[config.mk]
export PLATFORM = sky130hd
export DESIGN_NAME = spi_peripheral_flat
export DESIGN_NICKNAME = d
export VERILOG_FILES = /design/src/rtl/spi_pkg.sv /design/src/rtl/spi_peripheral_if.sv /design/src/rtl/bit_synchronizer.sv /design/src/rtl/spi_peripheral.sv /design/src/flat_wrapper.sv
export SDC_FILE = /design/constraint.sdc
export NUM_CORES = 1
export LEC_CHECK = 0
export ABC_AREA = 0
export BUFFER_PORTS_ARGS = -buffer_cell sky130_fd_sc_hd__buf_2
export CORE_AREA = 10 10 113 115
export DETAILED_ROUTE_END_ITERATION = 7
export DIE_AREA = 0 0 123 125
export HOLD_SLACK_MARGIN = 0.12
export PLACE_DENSITY = 0.78
export SETUP_SLACK_MARGIN = 0.1
export SYNTH_ARGS = -nofsm -noshare
export SYNTH_HDL_FRONTEND = slang
export SYNTH_SLANG_ARGS = --single-unit
[constraint.sdc]
create_clock -name clk_i -period 3.49 [get_ports clk_i]
set_clock_uncertainty 0.1 [all_clocks]
set_input_delay 0.5235 -clock clk_i [delete_from_list [all_inputs] [get_ports clk_i]]
set_output_delay 0.5235 -clock clk_i [all_outputs]
set_load 0.01 [all_outputs]
[src/rtl/spi_pkg.sv]
// Shared SPI definitions: peripheral FSM state encoding and bus mode constants
// common to the controller and the peripheral.
package spi_pkg;

  typedef logic [1:0] spi_periph_state_e;

  localparam spi_periph_state_e WAIT_IDLE = 2'd0;
  localparam spi_periph_state_e IDLE      = 2'd1;
  localparam spi_periph_state_e ACTIVE    = 2'd2;

  localparam bit CPOL      = 1'b0;
  localparam bit CPHA      = 1'b0;
  localparam bit MSB_FIRST = 1'b1;

endpackage

[src/rtl/spi_peripheral_if.sv]
// Bus bundle between an SPI peripheral endpoint and the logic around it
// (SPI pins plus the parallel word side).
interface spi_peripheral_if #(
  parameter int unsigned FRAME_WIDTH = 32
);

  logic                   spi_sclk_i;
  logic                   spi_mosi_i;
  logic                   spi_cs_i;
  logic                   spi_miso_o;
  logic                   spi_miso_oe_o;
  logic [FRAME_WIDTH-1:0] data_i;
  logic [FRAME_WIDTH-1:0] data_o;
  logic                   valid_o;
  logic                   error_o;
  logic                   is_selected_o;

  modport slave (
    input  spi_sclk_i, spi_mosi_i, spi_cs_i, data_i,
    output spi_miso_o, spi_miso_oe_o, data_o, valid_o, error_o, is_selected_o
  );

  modport master (
    output spi_sclk_i, spi_mosi_i, spi_cs_i, data_i,
    input  spi_miso_o, spi_miso_oe_o, data_o, valid_o, error_o, is_selected_o
  );

endinterface

[src/rtl/bit_synchronizer.sv]
// Multi-flop synchronizer for a single asynchronous input bit, with a
// configurable reset level.
module bit_synchronizer #(
  parameter int unsigned STAGES      = 2,
  parameter logic        RESET_VALUE = 1'b0
) (
  input  logic clk_i,
  input  logic reset_i,
  input  logic d_i,
  output logic q_o
);

  logic [STAGES-1:0] sync_q;
  logic [STAGES-1:0] sync_d;

  always_comb begin
    sync_d = {sync_q[STAGES-2:0], d_i};
  end

  always_ff @(posedge clk_i or posedge reset_i) begin
    if (reset_i) begin
      sync_q <= {STAGES{RESET_VALUE}};
    end else begin
      sync_q <= sync_d;
    end
  end

  assign q_o = sync_q[STAGES-1];

endmodule

[src/rtl/spi_peripheral.sv]
// SPI mode-0 target endpoint, MSB first, fixed frame length. SPI pins are
// oversampled in the clk_i domain; each good frame yields one valid_o strobe.
module spi_peripheral
  import spi_pkg::*;
#(
  parameter int unsigned FRAME_WIDTH = 32,
  parameter int unsigned SYNC_STAGES = 2
) (
  input logic             clk_i,
  input logic             reset_i,
  spi_peripheral_if.slave bus
);

  localparam int unsigned CW = $clog2(FRAME_WIDTH + 2);

  logic sclk_s, cs_s, mosi_s;
  logic sclk_hist_q, cs_hist_q;
  logic sclk_rise, sclk_fall, cs_fall, cs_rise;

  spi_periph_state_e      state_q, state_d;
  logic [FRAME_WIDTH-1:0] tx_q, tx_d;
  logic [FRAME_WIDTH-1:0] rx_q, rx_d;
  logic [FRAME_WIDTH-1:0] data_q, data_d;
  logic [CW-1:0]          cnt_q, cnt_d;
  logic                   valid_q, valid_d;
  logic                   error_q, error_d;
  logic [SYNC_STAGES:0]   settle_q, settle_d;

  bit_synchronizer #(.STAGES(SYNC_STAGES), .RESET_VALUE(1'b0)) u_sync_sclk (
    .clk_i   (clk_i),
    .reset_i (reset_i),
    .d_i     (bus.spi_sclk_i),
    .q_o     (sclk_s)
  );

  bit_synchronizer #(.STAGES(SYNC_STAGES), .RESET_VALUE(1'b1)) u_sync_cs (
    .clk_i   (clk_i),
    .reset_i (reset_i),
    .d_i     (bus.spi_cs_i),
    .q_o     (cs_s)
  );

  bit_synchronizer #(.STAGES(SYNC_STAGES), .RESET_VALUE(1'b0)) u_sync_mosi (
    .clk_i   (clk_i),
    .reset_i (reset_i),
    .d_i     (bus.spi_mosi_i),
    .q_o     (mosi_s)
  );

  assign sclk_rise = sclk_s & ~sclk_hist_q;
  assign sclk_fall = ~sclk_s & sclk_hist_q;
  assign cs_fall   = ~cs_s & cs_hist_q;
  assign cs_rise   = cs_s & ~cs_hist_q;

  // The cs synchronizer holds its reset level for a while after reset, so
  // WAIT_IDLE only trusts cs_s once the chain has flushed real input through.
  assign settle_d = {settle_q[SYNC_STAGES-1:0], 1'b1};

  always_comb begin
    state_d = state_q;
    tx_d    = tx_q;
    rx_d    = rx_q;
    data_d  = data_q;
    cnt_d   = cnt_q;
    valid_d = 1'b0;
    error_d = 1'b0;
    case (state_q)
      WAIT_IDLE: begin
        if (settle_q[SYNC_STAGES] && cs_s) begin
          state_d = IDLE;
        end
      end
      IDLE: begin
        if (cs_fall) begin
          tx_d    = bus.data_i;
          cnt_d   = '0;
          rx_d    = '0;
          state_d = ACTIVE;
        end
      end
      ACTIVE: begin
        if (cs_rise) begin
          state_d = IDLE;
          if (cnt_q == CW'(FRAME_WIDTH)) begin
            data_d  = rx_q;
            valid_d = 1'b1;
          end else begin
            error_d = 1'b1;
          end
        end else begin
          if (sclk_rise) begin
            rx_d = {rx_q[FRAME_WIDTH-2:0], mosi_s};
            if (cnt_q != CW'(FRAME_WIDTH + 1)) begin
              cnt_d = cnt_q + CW'(1);
            end
          end
          if (sclk_fall && (cnt_q != '0) && (cnt_q < CW'(FRAME_WIDTH))) begin
            tx_d = {tx_q[FRAME_WIDTH-2:0], 1'b0};
          end
        end
      end
      default: state_d = WAIT_IDLE;
    endcase
  end

  always_ff @(posedge clk_i or posedge reset_i) begin
    if (reset_i) begin
      sclk_hist_q <= 1'b0;
      cs_hist_q   <= 1'b1;
      settle_q    <= '0;
      state_q     <= WAIT_IDLE;
      tx_q        <= '0;
      rx_q        <= '0;
      data_q      <= '0;
      cnt_q       <= '0;
      valid_q     <= 1'b0;
      error_q     <= 1'b0;
    end else begin
      sclk_hist_q <= sclk_s;
      cs_hist_q   <= cs_s;
      settle_q    <= settle_d;
      state_q     <= state_d;
      tx_q        <= tx_d;
      rx_q        <= rx_d;
      data_q      <= data_d;
      cnt_q       <= cnt_d;
      valid_q     <= valid_d;
      error_q     <= error_d;
    end
  end

  assign bus.spi_miso_o    = (state_q == ACTIVE) & tx_q[FRAME_WIDTH-1];
  assign bus.spi_miso_oe_o = (state_q == ACTIVE);
  assign bus.is_selected_o = (state_q == ACTIVE);
  assign bus.data_o        = data_q;
  assign bus.valid_o       = valid_q;
  assign bus.error_o       = error_q;

endmodule

[src/flat_wrapper.sv]
// flat-port wrapper written by rule: the top's interface ports become plain ports
module spi_peripheral_flat import spi_pkg::*;
#(
  parameter int unsigned FRAME_WIDTH = 32,
  parameter int unsigned SYNC_STAGES = 2
)
  (clk_i, reset_i, bus_spi_sclk_i, bus_spi_mosi_i, bus_spi_cs_i, bus_data_i, bus_spi_miso_o, bus_spi_miso_oe_o, bus_data_o, bus_valid_o, bus_error_o, bus_is_selected_o);
  spi_peripheral_if #(.FRAME_WIDTH(FRAME_WIDTH)) bus_i ();
  input logic clk_i;
  input logic reset_i;
  input wire logic [$bits(bus_i.spi_sclk_i)-1:0] bus_spi_sclk_i;
  input wire logic [$bits(bus_i.spi_mosi_i)-1:0] bus_spi_mosi_i;
  input wire logic [$bits(bus_i.spi_cs_i)-1:0] bus_spi_cs_i;
  input wire logic [$bits(bus_i.data_i)-1:0] bus_data_i;
  output wire logic [$bits(bus_i.spi_miso_o)-1:0] bus_spi_miso_o;
  output wire logic [$bits(bus_i.spi_miso_oe_o)-1:0] bus_spi_miso_oe_o;
  output wire logic [$bits(bus_i.data_o)-1:0] bus_data_o;
  output wire logic [$bits(bus_i.valid_o)-1:0] bus_valid_o;
  output wire logic [$bits(bus_i.error_o)-1:0] bus_error_o;
  output wire logic [$bits(bus_i.is_selected_o)-1:0] bus_is_selected_o;
  assign bus_i.spi_sclk_i = bus_spi_sclk_i;
  assign bus_i.spi_mosi_i = bus_spi_mosi_i;
  assign bus_i.spi_cs_i = bus_spi_cs_i;
  assign bus_i.data_i = bus_data_i;
  assign bus_spi_miso_o = bus_i.spi_miso_o;
  assign bus_spi_miso_oe_o = bus_i.spi_miso_oe_o;
  assign bus_data_o = bus_i.data_o;
  assign bus_valid_o = bus_i.valid_o;
  assign bus_error_o = bus_i.error_o;
  assign bus_is_selected_o = bus_i.is_selected_o;
  spi_peripheral #(.FRAME_WIDTH(FRAME_WIDTH), .SYNC_STAGES(SYNC_STAGES)) u_core (.clk_i(clk_i), .reset_i(reset_i), .bus(bus_i));
endmodule
==> summary.md, run 1 <==
| Metric | Value |
|---|---|
| Sequential share of the synthesized area | 57.0% |
| Vias per inst | 5.16 |
| Met1 Wirelength | 4540 um |
| WP buf/inv | 3 |
| Initial Util | 48.5% |
| Final worst path period share | 74.4% |
| Largest net degree at the start of global routing | 118 |
| CP delay by family, top | buffers and inverters |
| Worst setup EP type | primary output |
| Placement Cell Area | 5590 um^2 |
| Slew margin rel. | 58.1% |
| Area leader, netlist | dfrtp_1 |
| Largest family of logic cells by synthesized area | multiplexers |
| Syn Inst Count | 400 |
| Syn Std Cell Area | 5140 um^2 |
| Final GP Congestion | 0.713 |
| Yosys cell types | 37 |
| Max Slew Vio Count | 0 |
| Critical Setup Path Class | reg2out |
| Area Growth Syn to Fin | 21.6% |
| Slew @ Worst Pin | 629 ps |
| Share of post-route cells with drive strength above 1 | 43.5% |
| Setup TNS | 0 ps |
| Antenna Cells | 0 |
| CTS tree | built |
| CP max stage cell | dfrtp_1 |
| DIE AREA | 15400 um^2 |
| First-pass GRT wire length | 16800 um |
| Synth Area in Simple Gates | 8.98% |
| Drt drc | 0 |
| H-tree levels | 4 |
| Die Y | 125 um |
| Top cells by area, synth | dfrtp_1 56%, mux2_2 14%, mux2_4 8.5%, nand3_1 3.4%, o21ai_0 3.4% |
| Critical path arrival | 1970 ps |
| Power density cells | 684 nW/um^2 |
| FMAX | 385 MHz |
| Yosys top cell area share | 55.5% |
| Worst-skew pair later-pin latency | 510 ps |
| Maxcap violations | 0 |
| Nets | 520 |
| Row count | 38 |
| Status | finished, final reports clean |
| Overall power | 4270 uW |
| Final worst setup slack | 893 ps |
| Min cycle time layout | 2600 ps |
| DR WL met3 | 703 um |
| Core region area | 10600 um^2 |
| Final Hold Viols | 0 |
| Crit path max fanout | 30 |
| Synthesis-stage register bit count | 117 |
| # port buffers | 73 |
| Number of I/O pins | 74 |
| Root Driver | clkbuf_8 |
| CP peak stage delay | 400 ps |
| Adder and majority gate portion of the synthesized area | 1.46% |
| Vias in the first global route | 3396 |
| Initial antenna violation count | 0 |
| Critical path launch point type | flip-flop |
| Mux cell area share after synthesis | 23.3% |
| CTS buffer count | 17 |
| Bufs on Longest Clock Path | 2 |
| DR WL met2 | 4650 um |
| Leakage | 0.00300 uW |
| Gr usage total | 13.4% |
| Mean Syn Cell Area | 12.8 um^2 |
| WL final | 9980 um |
| DRT iter0 DRCs | 225 |
| Vias | 3251 |
| Design Area, Final | 6250 um^2 |
| CP required | 2870 ps |
| Routed WL per cell | 15.8 um |
| Clock slew at reported path FFs | 50 ps |
| Post-DP HPWL | 6460 um |
| Setup WS pre-CTS | 887 ps |
| VDD IR-drop max | 0.585 mV |
| Syn Nets | 443 |
| Congestion Overflow GR | 0 |
| Hold WC Path Type | in2reg |
| RSZ-0062 raised after global routing | no |
| Final ANT Viol Nets | 0 |
| Compound-Gate Fraction of Synth Area | 5.41% |
| Final setup vio count | 0 |
| DR pass1 iterations | 4 |
| Critical path cell sequence | inv_1, ha_2, buf_4, and2_1, buf_2 |
| Yosys warns | 0 |
| WHS | 201 ps |
| Die W | 123 um |
| Clock sink total | 117 |
| Xor-xnor portion of the synthesized cell area | 0% |
| Top Layer Used | met4 |
[cell usage in the layout (no fill, tap or decap), types with 4 or more instances in the layout]
cell type	Yosys	final
dfrtp_1	114	114
buf_2	0	73
mux2_2	65	65
nand2_1	38	38
nand3_1	35	35
o21ai_0	35	35
mux2_4	29	29
clkbuf_16	0	16
inv_1	9	8
nor2_1	8	8
buf_4	1	6
ha_1	6	5
clkinv_4	0	4
bufinv_16	0	4
dlygate4sd3_1	0	4
[path summary, 6_finish.rpt]
path / from / to / slack (ps) / cells past startpoint
worst max-delay path: u_core.state_q[0] / bus_spi_miso_o / 890 / 5
worst min-delay path: bus_data_i[0] / u_core.tx_q[0] / 200 / 3
worst max register to register: u_core.state_q[0] / u_core.tx_q[26] / 890 / 8
worst min register to register: u_core.settle_q[1] / u_core.settle_q[2] / 250 / 0
max in group asynchronous: reset_i / u_core.state_q[0] / 2180 / 4
min in group asynchronous: reset_i / u_core.rx_q[25] / 600 / 4
[cells in the mapped netlist, drive strengths merged]
cell type,number
a21boi,2
mux2i,3
or4,2
a221oi,1
a211oi,1
o221ai,2
a21oi,1
nor4bb,1
nand2,38
dfstp,3
nand3b,3
nor2b,1
o211ai,3
and2,1
o21ai,35
a41oi,1
dfrtp,114
nor3,2
ha,6
nand2b,2
nand3,35
inv,9
conb,1
clkbuf,15
mux2,94
a32o,1
buf,11
o21bai,1
or4b,1
and3,2
nor2,8
[power breakdown]
| part | total [uW] | internal, uW | switching (uW) |
|---|---|---|---|
| combinational | 776 | 393 | 383 |
| clock | 1810 | 1170 | 642 |
| sequential | 1690 | 1570 | 114 |
[through the flow]
step	util [%]	std cells
floorplan	-	400
CTS	58.9	630
finish	58.9	630
global route	58.9	630
global placement	52.7	594
detailed placement	52.7	594
[timing repair]
item	in CTS	in global routing
gates resized for setup	0	0
hold buffers	4	0
setup buffers	0	0
endpoints found under the hold margin	23	0
[cells by family (layout without fill, tap and decap cells)]
group                      count (synthesis)  in the layout
DFF                                      117            117
muxes                                     97             97
and+or+nand+nor                           96             96
AOI/OAI and AO/OA                         48             48
buffers and inverters                     35            125
adders and majority gates                  6              6
other                                      1              1
[state kept, by name (all words and copies together), names as in the netlist, 2 cells and up]
name and count:
u_core.u_sync_sclk.sync_q 2, u_core.settle_q 3, u_core.u_sync_cs.sync_q 2, u_core.tx_q 32
u_core.cnt_q 6, u_core.rx_q 32, u_core.u_sync_mosi.sync_q 2, u_core.state_q 2
u_core.bus.data_o 32
[per-layer routing]
metal | GRT usage, % | vias up
li1 | - | 1557
met4 | 3.70 | 0
met5 | 0 | -
met2 | 21.0 | 91
met1 | 16.7 | 1595
met3 | 5.36 | 8
[tightest hold or removal path: stages]
cell,delay (ps)
buf_2,100
inv_1,50
o21ai_0,80
[layout make-up]
class / instances / area (um^2)
multi-input cells: 248 / 2020
clock inverters: 14 / 199
flip-flops and latches: 117 / 2930
inverters: 9 / 37.5
clock buffers: 18 / 418
well taps: 140 / 175
fillers: 825 / 4350
repair buffers: 84 / 470
(Power assumes the default switching activity.)
==> inputs of run 2 (changes only) <==
==> constraint.sdc (replaced) <==
create_clock -name clk_i -period 2.09 [get_ports clk_i]
set_clock_uncertainty 0.1 [all_clocks]
set_input_delay 0.3135 -clock clk_i [delete_from_list [all_inputs] [get_ports clk_i]]
set_output_delay 0.3135 -clock clk_i [all_outputs]
set_load 0.01 [all_outputs]
==> run 2 against run 1 <==
The run now ends with negative setup slack left; via count up 10%; global-route usage up 2.1 points; utilization up 7.1 points; setup slack worse by 1100 ps; cell area up 12%; clock power up 67%; non-clock buffer count up 63; flip-flop and latch count unchanged.
==> summary.md, run 2 (synthesized netlist as in run 1, its figures left out) <==
| Metric | Value |
|---|---|
| Status | finished with violations |
| Violated checks | negative setup slack |
| Layout Utilization | 66.0% (+7.1 points) |
| Critical path launch point type | flip-flop |
| Commonest non-fill, non-tap cell in the layout | dfrtp_1 |
| Register area | 2930 um^2 (unchanged) |
| Switching share of total power | 26.4% (-0.27 points) |
| DRT iter0 DRCs | 158 (-30%) |
| Initial antenna violation count | 0 (unchanged) |
| Die W | 123 um (unchanged) |
| DR pass1 iterations | 4 (unchanged) |
| Worst Min Path Start | u_core.settle_q[0] |
| Nets | 583 (+12%) |
| Net load switching power | 2020 uW (+78%) |
| Row count | 38 (unchanged) |
| CP peak stage delay | 530 ps (+130 ps) |
| CP required | 2380 ps (-490 ps) |
| CTS tree | built |
| Sequential power share | 36.7% (-2.8 points) |
| WL final | 11700 um (+17%) |
| R2r startpoint | u_core.cnt_q[1] |
| Worst-skew pair later-pin latency | 510 ps (about the same) |
| First-pass GRT wire length | 19100 um (+14%) |
| Clock slew at reported path FFs | 60 ps (about the same) |
| RSZ-0062 raised after global routing | yes |
| Final Hold Viols | 0 (unchanged) |
| Vias | 3575 (+10%) |
| Slew @ Worst Pin | 641 ps (+11.7 ps) |
| CTS buffer count | 17 (unchanged) |
| Maxcap violations | 0 (unchanged) |
| Worst R2R Setup Slack | -210 ps (-1100 ps) |
| Int Power | 5650 uW (+80%) |
| Critical path arrival | 2600 ps (+630 ps) |
| H-tree levels | 4 (unchanged) |
| WHS | 248 ps (+47.4 ps) |
| Area Growth Syn to Fin | 36.2% |
| Critical Setup Path Class | reg2reg |
| Min cycle time layout | 2300 ps |
| Congestion Overflow GR | 0 (unchanged) |
| Hold depth | 0 (-3) |
| Worst setup EP type | flip-flop |
| Setup WS pre-CTS | -215 ps (-1100 ps) |
| Final GP Congestion | 0.765 (+7.3%) |
| Die Y | 125 um (unchanged) |
| Max Slew Vio Count | 0 (unchanged) |
| Largest net degree at the start of global routing | 118 (unchanged) |
| Antenna Cells | 0 (unchanged) |
| Routed WL per cell | 16.9 um (+6.7%) |
| Hold WC Path Type | reg2reg |
| Final worst setup slack | -212 ps (-1100 ps) |
| Min-Delay Endpoint | u_core.settle_q[1] |
| Post-DP HPWL | 6790 um (+5.2%) |
| Vias per inst | 5.17 (+0.11%) |
| Number of I/O pins | 74 (unchanged) |
| Power density cells | 1100 nW/um^2 (+60%) |
| RR Endpoint | u_core.bus.data_o[7] |
| Final worst path period share | 110% |
| Gr usage total | 15.4% (+2.1 points) |
| # port buffers | 73 (unchanged) |
| Leakage | 0.00334 uW (+11%) |
| Drt drc | 0 (unchanged) |
| Final ANT Viol Nets | 0 (unchanged) |
| Most frequent cells in the layout | 114 x dfrtp_1, 72 x buf_2, 65 x mux2_2 |
| Crit path max fanout | 26 (-13%) |
| Bufs on Longest Clock Path | 2 (unchanged) |
| Clk pwr share | 39.5% (-2.8 points) |
| Initial Util | 48.5% (unchanged) |
| Gate power share | 23.8% (+5.6 points) |
| VDD IR-drop max | 0.695 mV (+19%) |
| Share of post-route cells with drive strength above 1 | 45.8% (+2.4 points) |
| Core region area | 10600 um^2 (unchanged) |
| Final setup vio count | 63 (+63) |
| Vias in the first global route | 3889 (+15%) |
| Layout fillers | 771 (-6.5%) |
| Critical path cell sequence | inv_2, ha_1, or4b_4, or4_4, buf_12, mux2_4 |
| Root Driver | clkbuf_8 |
| DIE AREA | 15400 um^2 (unchanged) |
| Slew margin rel. | 57.3% (-0.78 points) |
| CP max stage cell | or4_4 |
| Multi-input combinational cell area | 2060 um^2 (+2.0%) |
| Clock sink total | 117 (unchanged) |
| FMAX | 434 MHz |
| Register-to-Register Path Depth | 6 (-2) |
## run 2: changes by cell type in the layout (fill, tap and decap cells not counted), moves of 3 or more
cell           change
buf_4             +20
inv_1              -3
buf_12             +6
dlygate4sd3_1     +32
inv_2              +3
## run 2: routing by layer
metal	share of wire, %	vias up	GRT usage (%)
met1	41	1772	17.7
li1	-	1695	-
met2	51	90	25.8
met3	6.6	18	6.17
met4	1.4	0	4.80
met5	0	-	0
## run 2: worst max-delay path by stage
| stage | from | to | slack [ps] | depth (start not counted) |
|---|---|---|---|---|
| floorplan | u_core.cnt_q[0] | u_core.bus.data_o[11] | -240 | 7 |
| global placement | u_core.cnt_q[1] | u_core.bus.data_o[8] | -170 | 6 |
| detailed placement | u_core.cnt_q[1] | u_core.bus.data_o[7] | -220 | 6 |
| CTS | u_core.cnt_q[0] | u_core.bus.data_o[14] | -220 | 6 |
| global route | u_core.cnt_q[0] | u_core.bus.data_o[14] | -260 | 6 |
| finish | u_core.cnt_q[1] | u_core.bus.data_o[7] | -210 | 6 |
## run 2: final cells by class
cell class | instances | share of cell area [%]
tap | 140 | 2.50
inverter | 9 | 0.536
multi-input combinational | 248 | 29.4
clock inverter | 11 | 2.50
clock buffer | 20 | 6.37
sequential | 117 | 41.9
timing repair buffer | 147 | 16.8
## run 2: power by group through the flow
stage,sequential [uW],clock (uW),combinational [uW]
after floorplan,2790,0,1070
after global placement,2820,0,1360
after detailed placement,2840,0,1420
after CTS,2810,3070,1640
after global routing,2860,3190,1980
final,2820,3030,1830
## run 2: repair_timing
| action | in CTS | in global routing |
|---|---|---|
| setup endpoints to repair | 101 | 102 |
| setup buffers | 6 | 8 |
| resized for setup | 11 | 11 |
| cloned | 2 | 1 |
| hold endpoints to repair | 149 | 0 |
| pin swaps | 1 | 4 |
| hold buffers | 36 | 0 |
## run 2: metrics by stage
stage	setup TNS [ps]	total power, uW	instances	instance area [um^2]
floorplan	-7030	3850	400	5160
global placement	-5630	4180	608	5740
detailed placement	-8170	4260	608	5740
CTS	-11040	7530	683	6880
global route	-13620	8030	692	7000
finish	-10700	7670	692	7000
## run 2: worst max-delay path: cells and delay by family, from the launching register on
family / cells / cell delay, ps
adders and majority gates: 1 / 130
DFF: 1 / 390
muxes: 1 / 310
buffers and inverters: 2 / 270
and+or+nand+nor: 2 / 980
==> inputs of run 3 (changes only) <==
--- a/config.mk
+++ b/config.mk
@@ -12,6 +12,7 @@
 export DIE_AREA = 0 0 123 125
 export HOLD_SLACK_MARGIN = 0.12
 export PLACE_DENSITY = 0.78
+export RECOVER_POWER = 25
 export SETUP_SLACK_MARGIN = 0.1
 export SYNTH_ARGS = -nofsm -noshare
 export SYNTH_HDL_FRONTEND = slang
==> run 3 against run 2 <==
The flow finishes with violations (max-capacitance violations, max-slew violations, negative setup slack); register-to-register slack about the same; clock power about the same; non-clock buffer count unchanged; critical path depth unchanged; utilization down 0.13 points; worst hold slack about the same; largest power group unchanged.
==> summary.md, run 3 (synthesized netlist as in run 1, its figures left out) <==
| Metric | Value |
|---|---|
| GR Util met1 | 17.7% (unchanged) |
| Hold WC Path Type | reg2reg |
| R2r startpoint | u_core.cnt_q[1] |
| Core region area | 10600 um^2 (unchanged) |
| DRT iter0 DRCs | 163 (+3.2%) |
| Final GP Congestion | 0.765 (unchanged) |
| Vias in the first global route | 3889 (unchanged) |
| Vias per inst | 5.15 (-0.25%) |
| Power density cells | 1100 nW/um^2 (+0.17%) |
| Critical Path Stages | 6 (unchanged) |
| Max Slew Vio Count | 118 (+118) |
| Nets | 583 (unchanged) |
| CTS buffer count | 17 (unchanged) |
| Final worst path period share | 110% (about the same) |
| CP max stage cell | or4_4 |
| Maxcap violations | 1 (+1) |
| Critical Path Start | u_core.cnt_q[1] |
| CP peak stage delay | 530 ps (about the same) |
| Row count | 38 (unchanged) |
| Die W | 123 um (unchanged) |
| CP delay by family, top | simple AND/OR/NAND/NOR gates |
| Layout Utilization | 65.9% (-0.13 points) |
| Congestion Overflow GR | 0 (unchanged) |
| Placement Cell Area | 5740 um^2 (unchanged) |
| Leakage | 0.00333 uW (-0.24%) |
| Post-DP HPWL | 6790 um (unchanged) |
| Routed WL per cell | 16.9 um (+0.14%) |
| DIE AREA | 15400 um^2 (unchanged) |
| CP required | 2380 ps (about the same) |
| Bufs on Longest Clock Path | 2 (unchanged) |
| Number of I/O pins | 74 (unchanged) |
| Share of post-route cells with drive strength above 1 | 45.5% (-0.36 points) |
| Largest net degree at the start of global routing | 118 (unchanged) |
| Min cycle time layout | 2300 ps (-0.0360 ps) |
| Most frequent cells in the layout | 114 x dfrtp_1, 71 x buf_2, 65 x mux2_2 |
| Worst Min Path Start | u_core.settle_q[0] |
| Met2 Use GR | 25.8% (unchanged) |
| Worst-skew pair later-pin latency | 510 ps (about the same) |
| Worst setup EP type | flip-flop |
| Drt drc | 0 (unchanged) |
| Multi-input combinational cell area | 2060 um^2 (unchanged) |
| Clock sink total | 117 (unchanged) |
| Register area | 2930 um^2 (unchanged) |
| Critical path launch point type | flip-flop |
| First-pass GRT wire length | 19100 um (unchanged) |
| Slew margin rel. | -4.93% (-62 points) |
| Register-to-Register Path Depth | 6 (unchanged) |
| Violated checks | max-capacitance violations, max-slew violations, negative setup slack |
| DR pass1 iterations | 4 (unchanged) |
| Initial antenna violation count | 0 (unchanged) |
| Clock slew at reported path FFs | 60 ps (about the same) |
| RSZ-0062 raised after global routing | yes |
| Root Driver | clkbuf_8 |
| Area Growth Syn to Fin | 35.9% |
| Met3 Use GR | 6.17% (unchanged) |
| WP buf/inv | 2 (unchanged) |
| VDD IR-drop max | 0.695 mV (about the same) |
| H-tree levels | 4 (unchanged) |
| Gr usage total | 15.4% (unchanged) |
| Most Used Layer, Global Route | met2 |
| FMAX | 434 MHz (about the same) |
| Slew @ Worst Pin | 1570 ps (+933 ps) |
| Final ANT Viol Nets | 0 (unchanged) |
| Layout fillers | 771 (unchanged) |
| Final worst setup slack | -212 ps (+0.0360 ps) |
| Final Hold Viols | 0 (unchanged) |
| Final setup vio count | 63 (unchanged) |
| # port buffers | 73 (unchanged) |
| Initial Util | 48.5% (unchanged) |
| Vias | 3566 (-0.25%) |
| Critical path cell sequence | inv_2, ha_1, or4b_4, or4_4, buf_12, mux2_4 |
| Status | finished with violations |
| Design Area, Final | 6980 um^2 (-0.20%) |
| WL final | 11700 um (+0.14%) |
| Hold depth | 0 (unchanged) |
| CTS tree | built |
| Crit path max fanout | 26 (unchanged) |
| Die Y | 125 um (unchanged) |
| Critical path arrival | 2600 ps (about the same) |
| Critical Setup Path Class | reg2reg |
| Antenna Cells | 0 (unchanged) |
| Commonest non-fill, non-tap cell in the layout | dfrtp_1 |
-- run 3: cell count changes in the layout (fill, tap and decap cells not counted) --
cell      before  now
dfstp_1        0    1
buf_12         7    6
buf_2         72   71
dfstp_2        3    2
clkbuf_4       0    1
clkbuf_1       1    2
-- run 3: path summary, 6_finish.rpt --
check                                   endpoint  slack, ps
max                         u_core.bus.data_o[7]       -210
max reg2reg                 u_core.bus.data_o[7]       -210
max in group asynchronous         u_core.tx_q[2]         70
min reg2reg                   u_core.settle_q[1]        250
min                           u_core.settle_q[1]        250
min in group asynchronous  u_core.bus.data_o[24]        790
-- run 3: timing repair --
item,4_1_cts,5_1_grt
endpoints found under the hold margin,149,0
gates resized for setup,11,11
pin swaps,1,4
setup buffers,6,8
cloned,2,1
hold buffers,36,0
endpoints found under the setup margin,101,102
-- run 3: area by class of cell --
type | count | area share [%]
flip-flops and latches | 117 | 42.0
multi-input cells | 248 | 29.5
repair buffers | 147 | 16.6
clock buffers | 20 | 6.38
clock inverters | 11 | 2.51
well taps | 140 | 2.51
inverters | 9 | 0.537
-- run 3: report_power, final --
group	internal [uW]	switching, uW	total, uW
combinational	1020	807	1820
clock	2000	1030	3030
sequential	2630	188	2820
-- run 3: metrics by stage --
step | total power, uW | setup WS (ps) | hold slack, ps | instances | TNS (ps)
3_5_place_dp | 4260 | -215 | 238 | 608 | -8170
5_1_grt | 8030 | -261 | 263 | 692 | -37460
4_1_cts | 7530 | -215 | 250 | 683 | -11040
3_3_place_gp | 4180 | -173 | 232 | 608 | -5630
6_report | 7670 | -212 | 248 | 692 | -10720
2_1_floorplan | 3850 | -236 | 218 | 400 | -7030
-- run 3: metal layers --
metal | part of all wire (%) | vias up
met5 | 0 | -
met4 | 1.4 | 0
met3 | 6.6 | 18
met2 | 51 | 90
met1 | 41 | 1765
li1 | - | 1693
